<file path="config.mk">
export PLATFORM = sky130hd
export DESIGN_NAME = cache_axi_wr_bridge
export DESIGN_NICKNAME = d
export VERILOG_FILES = /design/src/rtl/cache_axi_wr_bridge.sv
export SDC_FILE = /design/constraint.sdc
export NUM_CORES = 1
export LEC_CHECK = 0
export ABC_CLOCK_PERIOD_IN_PS = 9100
export CAP_MARGIN = 10
export CORE_MARGIN = 10
export CORE_UTILIZATION = 30
export CTS_BUF_LIST = sky130_fd_sc_hd__clkbuf_16
export DETAILED_ROUTE_END_ITERATION = 6
export DONT_BUFFER_PORTS = 1
export SLEW_MARGIN = 20
export SYNTH_ARGS = -nofsm -noshare
export SYNTH_HDL_FRONTEND = slang
export SYNTH_SLANG_ARGS = --single-unit
</file>
<file path="constraint.sdc">
create_clock -name clk -period 9.1 [get_ports clk]
set_input_delay 1.82 -clock clk [delete_from_list [all_inputs] [get_ports clk]]
set_output_delay 1.82 -clock clk [all_outputs]
set_load 0.01 [all_outputs]
</file>
<file path="src/rtl/cache_axi_wr_bridge.sv">
// cache_axi_wr_bridge: turns a cache line-writeback request/stream into AXI4 INCR write bursts
// Ports:
//   clk, rst_n                  clock, asynchronous active-low reset
//   wr_req/wr_gnt               client request handshake, wr_addr/wr_len sampled on grant
//   wr_data/wr_valid/wr_ready   client beat stream, passed straight through to W
//   wr_last                     client final-beat marker, only checked against the beat count
//   wr_done/wr_err              one-cycle completion pulse, sticky error for the transfer
//   aw*/w*/b*                   AXI4 write address, data and response channels
module cache_axi_wr_bridge #(
    parameter int ADDR_WIDTH = 32,
    parameter int DATA_WIDTH = 32,
    parameter int MAX_BURST  = 256
) (
    input  logic                  clk,
    input  logic                  rst_n,
    input  logic                  wr_req,
    output logic                  wr_gnt,
    input  logic [15:0]           wr_len,
    input  logic [ADDR_WIDTH-1:0] wr_addr,
    input  logic [DATA_WIDTH-1:0] wr_data,
    input  logic                  wr_valid,
    output logic                  wr_ready,
    input  logic                  wr_last,
    output logic                  wr_done,
    output logic                  wr_err,
    output logic                  awvalid,
    input  logic                  awready,
    output logic [ADDR_WIDTH-1:0] awaddr,
    output logic [7:0]            awlen,
    output logic                  wvalid,
    input  logic                  wready,
    output logic [DATA_WIDTH-1:0] wdata,
    output logic                  wlast,
    input  logic                  bvalid,
    output logic                  bready,
    input  logic [1:0]            bresp
);
    localparam int BPB = DATA_WIDTH / 8;
    localparam int LB  = $clog2(BPB);
    localparam int RW  = 16 - LB;
    localparam logic [2:0] IDLE = 3'd0, AW = 3'd1, DATA = 3'd2, RESP = 3'd3, DONE = 3'd4;

    logic [2:0]            state;
    logic [ADDR_WIDTH-1:0] addr;
    logic [RW-1:0]         rem;
    logic [12:0]           blen, bcnt, page, blen_c;
    logic [16:0]           lim;
    logic                  w_hs;

    // beats left before the next 4KB boundary, then clamp by MAX_BURST and remaining beats;
    // addr and rem are stable throughout AW, so the value is captured on the AW handshake
    assign page   = (13'h1000 - 13'(addr[11:0])) >> LB;
    assign lim    = ({4'b0, page} < 17'(MAX_BURST)) ? {4'b0, page} : 17'(MAX_BURST);
    assign blen_c = 13'((17'(rem) < lim) ? 17'(rem) : lim);

    assign wr_gnt   = state == IDLE && rst_n;
    assign awvalid  = state == AW;
    assign awaddr   = state == AW ? addr : '0;
    assign awlen    = state == AW ? 8'(blen_c - 13'd1) : 8'd0;
    assign wvalid   = state == DATA && wr_valid;
    assign wr_ready = state == DATA && wready;
    assign wdata    = state == DATA ? wr_data : '0;
    assign wlast    = state == DATA && bcnt == blen - 13'd1;
    assign w_hs     = wvalid && wready;
    assign bready   = state == RESP;
    assign wr_done  = state == DONE;

    always_ff @(posedge clk or negedge rst_n) begin
        if (!rst_n) begin
            state  <= IDLE;
            addr   <= '0;
            rem    <= '0;
            blen   <= '0;
            bcnt   <= '0;
            wr_err <= 1'b0;
        end else begin
            case (state)
                IDLE: if (wr_req) begin
                    addr   <= wr_addr & ~ADDR_WIDTH'(BPB - 1);
                    rem    <= RW'(wr_len >> LB);
                    wr_err <= 1'b0;
                    state  <= (wr_len >> LB) == 16'd0 ? DONE : AW;
                end
                AW: if (awready) begin
                    blen  <= blen_c;
                    bcnt  <= '0;
                    state <= DATA;
                end
                DATA: if (w_hs) begin
                    bcnt <= bcnt + 13'd1;
                    rem  <= rem - RW'(1);
                    // the beat count is authoritative; a misplaced client marker only flags an error
                    if (wr_last != (rem == RW'(1)))
                        wr_err <= 1'b1;
                    if (wlast)
                        state <= RESP;
                end
                RESP: if (bvalid) begin
                    if (bresp != 2'b00)
                        wr_err <= 1'b1;
                    addr  <= addr + (ADDR_WIDTH'(blen) << LB);
                    state <= rem != '0 ? AW : DONE;
                end
                DONE: state <= IDLE;
                default: state <= IDLE;
            endcase
        end
    end
endmodule

</file>
==> impl_metrics.toml <==
[run_status]
status = "complete, no violations"

[pwr]
p_sw_share_pct = 50.29
clkPwrFrac_pct = 16.1
internal-power_w = 0.001249
irDropWorstVdd_v = 0.0001247
power.total_w = 0.002513
pwr-share-comb_pct = 55.8
seqPwrFrac_pct = 28.1
switching_power_w = 0.001264
p_leak_nw = 2.797
power_density_nw_per_um2 = 370.8

[timing]
setup_slack_ps = 1729
fin_worst_skew_ps = 9.870
slew_headroom_pct = 29.95
drv_slew = 0
fin_tns_setup_ps = 0
hold_viol = 0
rsz0062_at_grt = "no"
fin_crit_ps = 7371
finalCritPeriodShare_pct = 81.00
timing.fmax_mhz = 135.7
setup_violations = 0
tightest_slew_ps = 1047

[cells_and_area]
final_common_cell = "nor2_1"
areaGrowthSynthToFinish_pct = 7.953
fillers = 2189
final_cell_mix = "nor2_1, nand2_1, dfrtp_1"
fin_nets = 898
layoutNonFillerInstCount = 1054
drive_gt1_share_pct = 5.236
design_area_sq_um = 6777

[synth]
synth_seq_cells = 74
yosys_warnings = 0
synth-edff-count = 0
syn-cell-area_sq_um = 6277
synth_area_per_cell_sq_um = 7.721
synth_flop_cell = "dfrtp_1"
synthArstFlopShare_pct = 100.0
synth_seq_area_share_pct = 29.50
synth.distinct_cells = 71
syn_inst = 813

[global_route]
grt_usage_pct = 14.83
grt_pass1_vias = 5830
antenna_found_initial = 3
grt_pass1_wl_microns = 31930
gr-total-overflow = 0
grt_max_degree = 76

[place]
dp.cells = 1038
post-place-ws_ps = 2082
gp_congestion = 0.8853
dp_hpwl_microns = 15670
numPortBuffers = 0
placed_area_sq_um = 6439

[critical_path]
timing.critical_path.slowest_cell_delay_ps = 880
crit_arrival_ps = 5550
r2r_slack_ps = 4540
cp-start-kind = "flip-flop"
critical_path_class = "flip-flop to output port"
r2r_cells = 13
critPathSlowestCell = "a211oi_4"
path_common_cell = "ha_1"
required_ps = 7280
crit_chain = "inv_1 > ha_1 > or4b_4 > nor4_1 > mux2_2 > inv_2 > nand2_1 > ha_1 > a211oi_1 > o211ai_1 > a211oi_4 > nor3_1 > a21oi_1 > ha_1 > o21ai_0 > nand2b_1 > xor2_1 > o211a_1"
cp_max_fo = 24
endpoint_kind = "output port"

[floorplan]
start_util_pct = 30.73
die_x_microns = 164.7
die-area_sq_um = 27110
num_io_pins = 170
die_y_microns = 164.7
fp-row-count = 52
core_sq_um = 20430

[worst_hold_path]
hp-class = "flip-flop to flip-flop"
hold_path_depth = 2

[route]
drc = 0
drt_iter0_markers = 424
wl_per_cell_microns = 19.57
drt_wl_total_microns = 20630
vias = 5863
viasPerCell = 5.563
drtAntennaViolNets = 0
drt_first_pass_iters = 5

[cts]
clkTransAtPathRegs_ps = 60
cts-resized-gates = 0
root_buffer = "clkbuf_16"
htreeDepth = 3
clkLatencyLatePin_ps = 340
clock_sinks = 74
cts_setup_buffers = 0
cts_tree = "built"
clockBufferDepth = 2
cts_hold_buf = 0
cts_buffers = 9

[job]
maxCapViolCount = 0
==> power groups by stage <==
stage / clock (W) / sequential [W] / combinational (W)
finish: 0.000405 / 0.000707 / 0.00140
global route: 0.000426 / 0.000737 / 0.00158
CTS: 0.000413 / 0.000706 / 0.00141
detailed placement: 0 / 0.000711 / 0.00140
global placement: 0 / 0.000706 / 0.00139
floorplan: 0 / 0.000590 / 0.00118
==> synthesized netlist by cell type, drive strengths merged (21+ instances only) <==
cell | n | area share [%]
and2 | 34 | 3.4
dfrtp | 74 | 29
ha | 28 | 5.6
xnor2 | 21 | 2.9
nand3 | 26 | 2.1
and3 | 51 | 5.1
nand2 | 78 | 4.7
o21ai | 60 | 4.8
a21oi | 66 | 5.3
clkbuf | 41 | 2.5
nor3 | 22 | 1.8
nor2 | 88 | 5.3
==> cell families (layout without fill, tap and decap cells) <==
kind of cell / count (synthesis) / in the layout / share of synthesized area [%]
mux: 14 / 14 / 2.332
other cells: 2 / 4 / 0.1196
xor+xnor: 41 / 41 / 5.721
compound gates: 216 / 216 / 21.21
buf+inv: 71 / 40 / 4.883
fa+ha+maj: 29 / 29 / 5.900
simple gates: 366 / 366 / 30.34
flops: 74 / 74 / 29.50
==> flip-flops by register name, indices dropped and copies added, names as in the netlist <==
name,cells
blen,13
wr_err,1
rem,14
addr,30
bcnt,13
state,3
==> layout make-up <==
cell class	count	area, sq um	share of cell area (%)
multi-input cells	669	4140	61.10
clock buffers	9	225.2	3.323
inverters	20	75.07	1.108
flip-flops and latches	74	1852	27.33
diodes	1	2.502	0.03693
clock inverters	6	106.4	1.569
repair buffers	5	37.54	0.5539
well taps	270	337.8	4.985
==> routing by layer <==
layer,global-route usage [%],wire length [microns],up-vias
li1,-,-,2864
met1,17.35,8683,2784
met2,25.07,10090,189
met3,4.630,1473,22
met4,5.233,364,4
met5,0,23,-
==> worst paths after layout <==
check	from	end
hold / removal	addr[13]	addr[13]
setup / recovery	addr[2]	awlen[6]
min in group asynchronous	rst_n	addr[11]
max in group asynchronous	rst_n	rem[7]
setup reg to reg	addr[2]	blen[2]
hold reg to reg	addr[13]	addr[13]
==> per-stage QoR <==
step / hold slack [ps] / utilization (%)
CTS: 541.6 / 33.14
floorplan: 469.3 / -
global route: 572.9 / 33.17
finish: 545.2 / 33.17
global placement: 514.8 / 31.52
detailed placement: 525.4 / 31.52
==> worst max-delay path: cells and delay by family, from the launching register on <==
family	cells	cell delay, ps
compound gates	6	1930
flops	1	500
fa+ha+maj	3	760
buf+inv	2	290
mux	1	430
simple gates	5	1150
xor+xnor	1	150
Note: power is estimated with default switching activity, not from simulation.
